## config.mk

```make
export PLATFORM = sky130hd
export DESIGN_NAME = muldiv_scoreboard_ctrl
export DESIGN_NICKNAME = d
export VERILOG_FILES = /design/src/rtl/riscv_defines.sv /design/src/rtl/muldiv_dep_checker.sv /design/src/rtl/muldiv_scoreboard_ctrl.sv
export SDC_FILE = /design/constraint.sdc
export NUM_CORES = 1
export LEC_CHECK = 0
export ABC_AREA = 1
export BUFFER_PORTS_ARGS = -buffer_cell sky130_fd_sc_hd__buf_4
export CAP_MARGIN = 10
export CELL_PAD_IN_SITES_DETAIL_PLACEMENT = 0
export CELL_PAD_IN_SITES_GLOBAL_PLACEMENT = 1
export CORE_MARGIN = 2
export CORE_UTILIZATION = 30
export DETAILED_ROUTE_END_ITERATION = 16
export PLACE_DENSITY_LB_ADDON = 0.1
export SLEW_MARGIN = 20
export SYNTH_ARGS = -nofsm -noshare
export SYNTH_HDL_FRONTEND = slang
export SYNTH_SLANG_ARGS = --single-unit
```

## constraint.sdc

```tcl
create_clock -name clk -period 1.5 [get_ports clk]
set_input_delay 0.225 -clock clk [delete_from_list [all_inputs] [get_ports clk]]
set_output_delay 0.225 -clock clk [all_outputs]
set_load 0.01 [all_outputs]
```

## src/rtl/riscv_defines.sv

```systemverilog
// rtl/riscv_defines.sv - shared types and constants for the mul/div scoreboard controller
// Contents:
//   muldiv_state_e  controller state encoding (IDLE, RUN, WB)
//   MUL_LAT_DEF / DIV_LAT_DEF  default unit latencies
//   muldiv_req_t    issue-side and D-stage fields consumed by the dependency check
package riscv_defines;

    localparam int MUL_LAT_DEF = 3;
    localparam int DIV_LAT_DEF = 33;

    typedef enum logic [1:0] {
        IDLE = 2'd0,
        RUN  = 2'd1,
        WB   = 2'd2
    } muldiv_state_e;

    typedef struct packed {
        logic       issue_valid;
        logic       issue_is_div;
        logic       issue_divzero;
        logic [4:0] issue_rd;
        logic [4:0] rs1;
        logic [4:0] rs2;
        logic [4:0] rd;
        logic       uses_rs1;
        logic       uses_rs2;
        logic       regwrite;
        logic       muldiv;
    } muldiv_req_t;

endpackage

```

## src/rtl/muldiv_dep_checker.sv

```systemverilog
// rtl/muldiv_dep_checker.sv - RAW/WAW/structural conflict compare for the D stage
// Ports:
//   req        issue and D-stage fields
//   accept     an issue is being accepted this cycle
//   busy       controller not idle (registered)
//   pend       in-flight op still owes a register write
//   prd        in-flight op destination register
//   stall_req  stall F/D and flush E
module muldiv_dep_checker
    import riscv_defines::*;
(
    input  muldiv_req_t req,
    input  logic        accept,
    input  logic        busy,
    input  logic        pend,
    input  logic [4:0]  prd,
    output logic        stall_req
);

    logic [4:0] cprd;
    logic       cv;
    logic       unused_fields;

    // The op being accepted this cycle is already a hazard for the instruction in D.
    assign cprd = accept ? req.issue_rd : prd;
    assign cv   = (accept && req.issue_rd != 5'd0) || pend;

    assign stall_req = (cv && req.uses_rs1 && req.rs1 == cprd)
                    || (cv && req.uses_rs2 && req.rs2 == cprd)
                    || (cv && req.regwrite && req.rd == cprd)
                    || (req.muldiv && (busy || accept));

    assign unused_fields = ^{req.issue_valid, req.issue_is_div, req.issue_divzero};

endmodule

```

## src/rtl/muldiv_scoreboard_ctrl.sv

```systemverilog
// rtl/muldiv_scoreboard_ctrl.sv - sequencer/scoreboard for the multi-cycle mul/div unit
// Ports:
//   clk, rst_n                     clock, asynchronous active-low reset
//   issue_*_e, flush_e, kill       E-stage issue, flush and trap kill
//   rs1_d..muldiv_d                D-stage operand/destination info
//   regwrite_w, rd_w               pipeline W-stage register write
//   unit_start/unit_is_div/unit_abort  datapath unit control
//   busy, stall_req, hold_req      status and hazard-unit requests
//   wb_en, wb_rd                   unit result writeback
module muldiv_scoreboard_ctrl
    import riscv_defines::*;
#(
    parameter int MUL_LAT = MUL_LAT_DEF,
    parameter int DIV_LAT = DIV_LAT_DEF,
    parameter int CNT_W   = $clog2(DIV_LAT + 1)
) (
    input  logic       clk,
    input  logic       rst_n,
    input  logic       issue_valid_e,
    input  logic       issue_is_div_e,
    input  logic       issue_divzero_e,
    input  logic [4:0] issue_rd_e,
    input  logic       flush_e,
    input  logic       kill,
    input  logic [4:0] rs1_d,
    input  logic [4:0] rs2_d,
    input  logic [4:0] rd_d,
    input  logic       uses_rs1_d,
    input  logic       uses_rs2_d,
    input  logic       regwrite_d,
    input  logic       muldiv_d,
    input  logic       regwrite_w,
    input  logic [4:0] rd_w,
    output logic       unit_start,
    output logic       unit_is_div,
    output logic       unit_abort,
    output logic       busy,
    output logic       stall_req,
    output logic       hold_req,
    output logic       wb_en,
    output logic [4:0] wb_rd
);

    muldiv_state_e    state;
    logic [CNT_W-1:0] cnt;
    logic [4:0]       prd;
    logic             pend;
    logic             is_div;
    logic             unused_is_div;

    logic             accept;
    logic             collision;
    logic [CNT_W-1:0] lat;
    muldiv_req_t      req;

    assign accept    = (state == IDLE) && issue_valid_e && !flush_e && !kill;
    assign collision = regwrite_w && (rd_w != 5'd0);
    assign lat       = issue_divzero_e ? CNT_W'(1)
                     : (issue_is_div_e ? CNT_W'(DIV_LAT) : CNT_W'(MUL_LAT));

    assign unit_start  = accept;
    assign unit_is_div = accept && issue_is_div_e;
    assign unit_abort  = kill && (state != IDLE);
    assign busy        = (state != IDLE);
    assign hold_req    = (state == WB) && collision && !kill;
    assign wb_en       = (state == WB) && !collision && pend && !kill;
    assign wb_rd       = wb_en ? prd : 5'd0;

    // is_div is kept for debug visibility of the in-flight op type.
    assign unused_is_div = is_div;

    always_ff @(posedge clk or negedge rst_n) begin
        if (!rst_n) begin
            state  <= IDLE;
            cnt    <= '0;
            prd    <= 5'd0;
            pend   <= 1'b0;
            is_div <= 1'b0;
        end else if (kill) begin
            state <= IDLE;
            cnt   <= '0;
            pend  <= 1'b0;
        end else begin
            case (state)
                IDLE: begin
                    if (accept) begin
                        prd    <= issue_rd_e;
                        pend   <= (issue_rd_e != 5'd0);
                        is_div <= issue_is_div_e;
                        if (lat == CNT_W'(1)) begin
                            state <= WB;
                        end else begin
                            state <= RUN;
                            cnt   <= lat - CNT_W'(1);
                        end
                    end
                end
                RUN: begin
                    if (cnt == CNT_W'(1)) begin
                        state <= WB;
                        cnt   <= '0;
                    end else begin
                        cnt <= cnt - CNT_W'(1);
                    end
                end
                WB: begin
                    // W is bubbled by the hazard unit on a hold, so the write lands next cycle.
                    if (!collision) begin
                        state <= IDLE;
                        pend  <= 1'b0;
                    end
                end
                default: state <= IDLE;
            endcase
        end
    end

    always_comb begin
        req               = '0;
        req.issue_valid   = issue_valid_e;
        req.issue_is_div  = issue_is_div_e;
        req.issue_divzero = issue_divzero_e;
        req.issue_rd      = issue_rd_e;
        req.rs1           = rs1_d;
        req.rs2           = rs2_d;
        req.rd            = rd_d;
        req.uses_rs1      = uses_rs1_d;
        req.uses_rs2      = uses_rs2_d;
        req.regwrite      = regwrite_d;
        req.muldiv        = muldiv_d;
    end

    muldiv_dep_checker u_dep (
        .req       (req),
        .accept    (accept),
        .busy      (busy),
        .pend      (pend),
        .prd       (prd),
        .stall_req (stall_req)
    );

endmodule

```

Yosys cells after proc, flatten, opt, wreduce, memory -nomap -nowiden
Cells that the tools add are included.

word-level totals
  register bits after elaboration = 14
  bits of input ports = 37
  output and inout bits = 12
  word-level logic and storage cells = 74

cells by class
  add/subtract/negate cells = 2
  equality and inequality tests = 11
  mux-type cells = 19
  bitwise logic cells = 1
  reduce and logical (&&, ||, !) cells = 37

operators with widths
  cell                                               number
  two-way mux 6 bit                                  6
  logical AND 1 bit                                  19
  == test 5 bit                                      3
  == test 6 x 1 -> 1 bit (second input constant)     2
  != test 3 bit (second input constant)              4
  one-hot mux 6 bit (2 select lines)                 1
  subtractor 6 x 1 -> 6 bit (second input constant)  2
  two-way mux 2 bit                                  5
  two-way mux 5 bit                                  2
  nonzero test 5 bit                                 2
  AND reduction 3 bit                                3
  one-hot mux 2 bit (3 select lines)                 1
  nonzero test 3 bit                                 2
  logical OR 1 bit                                   5
  logical NOT 1 bit                                  3
  two-way mux 1 bit                                  3
  == test 2 x 1 -> 1 bit (second input constant)     1
  == test 2 bit (second input constant)              1
  logical NOT 2 bit                                  1
  one-hot mux 1 bit (2 select lines)                 1
  AND reduction 2 bit                                1
  nonzero test 2 bit                                 1
  NOT 1 bit                                          1

Depth between registers and ports, before layout
  word-level depth = 11
  depth in mapped cells = 13
  gate-level depth less buffers = 12

By module
From an unflattened synthesis, not the netlist that was laid out.

unflattened totals
  cell total of the unflattened synthesis = 231
  area, all modules = 1373.8 µm²

modules (own cells, without submodules)
  module                  instances  cells an instance  area each (µm²)  sequential area each (µm²)
  muldiv_scoreboard_ctrl  1          127                924.6            350.3
  muldiv_dep_checker      1          104                449.2            0.0

Least setup slack after synthesis
No wires, ideal clock.

  kind = reg2out
  start = reg state[1]
  end = out stall_req
  arrival = 1.443 ns
  data required time = 1.275 ns
  setup slack = -0.168 ns
  cell stages (with the launch flop) = 12
  path buffers = 0
  cells stage by stage = dfrtp_1 -> nor2_8 -> nand2_4 -> nor2_4 -> nand2_1 -> nand3_1 -> nand2_1 -> nor2_1 -> nand3_1 -> nand2_1 -> inv_1 -> nand2_1

on the way
  longest elaborated chain between the ends = 11
  elaborated cells on any way between the ends = 22
  those cells by class = 3 x eq/ne; 1 x mux; 18 x reduce/logical

RTL lines
  item                                                                       line                          text
  from (decl)                                                                muldiv_scoreboard_ctrl.sv:44  muldiv_state_e state;
  from (signal assigned)                                                     muldiv_scoreboard_ctrl.sv:74  state <= IDLE;
  from (signal assigned)                                                     muldiv_scoreboard_ctrl.sv:80  state <= IDLE;
  from (signal assigned)                                                     muldiv_scoreboard_ctrl.sv:91  state <= WB;
  logical NOT 2 bit (*)                                                      muldiv_scoreboard_ctrl.sv:56  assign accept = (state == IDLE) && issue_valid_e && !flush_e && !kill;
  logical AND 1 bit (*) (3 in a row)                                         muldiv_scoreboard_ctrl.sv:56
  net unit_start                                                             muldiv_scoreboard_ctrl.sv:34  output logic unit_start,
  parallel branches: the longest is 6 deep, another holds two-way mux 5 bit  --
  logical OR 1 bit (*)                                                       muldiv_dep_checker.sv:31      || (req.muldiv && (busy || accept));
  to (decl)                                                                  muldiv_scoreboard_ctrl.sv:38  output logic stall_req,

Mark *: on every way through the listed nets, which the timed path passes.

Worst setup path after layout
  start = reg state[0]
  end = out stall_req

on the way
  longest elaborated chain between the ends = 11
  elaborated cells on any way between the ends = 22
  those cells by class = 3 x eq/ne; 1 x mux; 18 x reduce/logical

RTL lines
  item                                                                        line
  parallel branches: the longest is 10 deep, another holds two-way mux 5 bit  --
  logical OR 1 bit (*)                                                        muldiv_dep_checker.sv:31

Mark *: on every way between the ends.

==> summary.txt <==
Clocking
  • CTS Root Buffer Type: clkbuf_8
  • Clk buf depth: 2
  • CTS buffer count: 3
  • Clock Sink Count: 14
  • Reg clk slew, reported paths: 0.06 ns
  • CTS tree: built
  • Clk Latency, worst-skew pair: 0.25 ns
  • H-tree levels: 1

Final layout
  • Area grow syn2layout: 61.2%
  • Fillers: 462
  • Layout cells sized above 1: 45.1%
  • Design Area, Final: 2190 sq um
  • Util after Layout: 50.3%
  • Most common cell after layout, fill and taps aside: buf_4
  • Nets: 337
  • Final non-filler cell total: 349
  • Ant diodes: 0
  • Most frequent cells in the layout: buf_4, nand2_1, inv_1

Placement
  • I/O Buffers: 48
  • Placed Cells: 338
  • Setup slack at placement: -0.388 ns
  • DPL Wire Length: 3160 microns
  • Placed Area: 1960 sq um
  • GPL Wtd Cong: 0.759

Yosys
  • Syn Area/Cell: 6.35 sq um
  • Syn Inst Count: 214
  • Fraction of the yosys area taken by sequential cells: 25.8%
  • YS warnings: 0
  • Synth Net Count: 253
  • Mapped cell area: 1360 sq um
  • Largest area contributor in the synthesized netlist: dfrtp_1
  • Distinct cell type count after synthesis: 26
  • Post-synth top area share: 25.8%
  • Synth area leaders: dfrtp_1, nand2_1, nand3_1, inv_1, nor2_1
  • #FFs+latches synth: 14

Power and ir drop
  • PD cells: 1090 nW/um^2
  • Comb power frac: 60.8%
  • Total power: 2.38 mW
  • Peak supply drop: 0.000429 V
  • Clock network power share: 13.8%
  • Leakage Power: 1.20 nW
  • Cell-internal power: 1.37 mW
  • P_sw: 1.01 mW
  • Switching portion of total power: 42.5%
  • Seq pwr share: 25.4%

STA
  • F_max: 0.481 GHz
  • Hold WS: 0.195 ns
  • Max-slew headroom: 83.7%
  • Ratio of final minimum period to clock period: 139%
  • Fin crit period: 2.08 ns
  • Worst-margin pin slew: 0.242 ns
  • Final TNS setup: -2.38 ns
  • Final hold vios: 0
  • Setup ws final: -0.578 ns
  • Skew final: 0.00532 ns
  • Fin. max-slew vios: 0
  • RSZ-0062 raised after global routing: yes
  • Final setup violation count: 11

Floorplan
  • Core box area: 4350 sq um
  • Die Y: 71.3 microns
  • I/O pin count: 49
  • Horiz. Die Dim: 71.3 microns
  • Row cnt: 24
  • Initial core utilization: 31.2%
  • Full die area: 5080 sq um

Setup path
  • Reg2Reg Setup Slack: 0.03 ns
  • Crit Path Max Fanout: 7
  • Critical path data arrival time: 1.85 ns
  • Crit start category: flip-flop
  • Critical path, cell by cell: nor2_8 -> nand3_4 -> o21ai_4 -> nor2_1 -> nor2_2 -> nand3_1 -> nand2_1 -> inv_1 -> nand2_1 -> buf_4
  • Worst stage delay on the critical path: 0.44 ns
  • CP Capture Type: output port
  • Most frequent CP cell: nand2_1
  • Critical setup path kind: reg -> out
  • Slowest CP cell: dfrtp_2
  • Req. time, crit path: 1.27 ns

GRT
  • GRT Util Overall: 16.3%
  • GRT Residual Overflow: 0
  • Initial antenna violation count: 0
  • Global-route wire length before repair: 6540 microns
  • Largest net degree at the start of global routing: 15
  • Vias in the first global route: 1463

Drt
  • Initial drt markers: 23
  • WL final: 3900 microns
  • TritonRoute pass-1 iters: 4
  • # DRC: 0
  • Routed via count: 1581
  • Post-route ant nets: 0
  • Wirelength per Cell: 11.2 microns
  • Vias per inst: 4.53

Flow run
  • Max cap viols: 0

Run status
  • Failing checks: setup timing
  • Status: finished with violations

Min path
  • Worst min path class: in -> reg
[state kept, by name, summed over array words and instances, names as in the netlist]
register  flops
cnt           6
state         2
prd           5
pend          1
[critical path, delay by kind of cell, from the launching register on]
family                 cells  cell delay [ns]
DFF                        1             0.44
buffers and inverters      2             0.15
AOI/OAI and AO/OA          1             0.24
and+or+nand+nor            7             0.76
[what timing repair did]
item,CTS,global route
hold buffers,1,0
cloned,1,0
pin swaps,4,15
buffers inserted,2,3
gates resized for setup,7,31
hold endpoints to repair,14,0
setup endpoints to repair,11,15
[layout make-up]
| class | instances | area [sq um] | area share (%) |
|---|---|---|---|
| clock buffers | 4 | 45.0 | 2.06 |
| inverters | 42 | 158 | 7.20 |
| repair buffers | 80 | 607 | 27.7 |
| multi-input cells | 157 | 963 | 44.0 |
| well taps | 52 | 65.1 | 2.97 |
| flip-flops and latches | 14 | 353 | 16.1 |
[routing by layer]
metal | part of all wire (%) | routed length, microns | GRT usage (%) | vias to the layer above
met5 | 0 | 0 | 0 | -
met4 | 0.79 | 31 | 3.14 | 0
met3 | 6.1 | 238 | 4.22 | 4
met2 | 46 | 1780 | 26.2 | 46
met1 | 48 | 1850 | 22.1 | 688
li1 | - | - | - | 843
[logic make-up after synthesis]
kind of cell	Yosys count	synth area share, %
buf+inv	44	13.4
compound gates	17	7.37
fa+ha+maj	2	1.84
flops	14	25.8
simple gates	137	51.7
[power groups by stage]
stage,Combinational (mW),Clock (mW),Sequential (mW)
floorplan,0.766,0,0.593
global placement,1.24,0,0.598
detailed placement,1.24,0,0.600
CTS,1.29,0.344,0.594
global route,1.63,0.363,0.618
finish,1.44,0.329,0.604
[synth_stat cells]
| master | instances |
|---|---|
| o22ai_1 | 1 |
| ha_1 | 2 |
| nor2_8 | 2 |
| nand2_1 | 46 |
| inv_2 | 3 |
| o21ai_0 | 9 |
| o21ai_2 | 1 |
| dfrtp_1 | 14 |
| nor3_1 | 3 |
| nand3_4 | 1 |
| nand2_4 | 4 |
| o211ai_1 | 2 |
| nand2_2 | 6 |
| inv_1 | 39 |
| buf_12 | 1 |
| o31ai_1 | 1 |
| nor2_1 | 31 |
| clkbuf_1 | 1 |
| nor2_4 | 1 |
| nor2_2 | 2 |
| a21oi_1 | 2 |
| nand3_1 | 32 |
| nand3b_1 | 3 |
| nand4_1 | 5 |
| o21bai_1 | 1 |
| nand2_8 | 1 |
[worst paths after layout]
| path | start | end | cells past startpoint |
|---|---|---|---|
| worst max-delay path | state[0] | stall_req | 10 |
| min in group asynchronous | rst_n | state[1] | 2 |
| worst min-delay path | issue_divzero_e | state[0] | 2 |
| worst min register to register | prd[3] | prd[3] | 2 |
| max in group asynchronous | rst_n | state[0] | 2 |
| worst max register to register | state[0] | cnt[4] | 12 |
(Power assumes the default switching activity.)
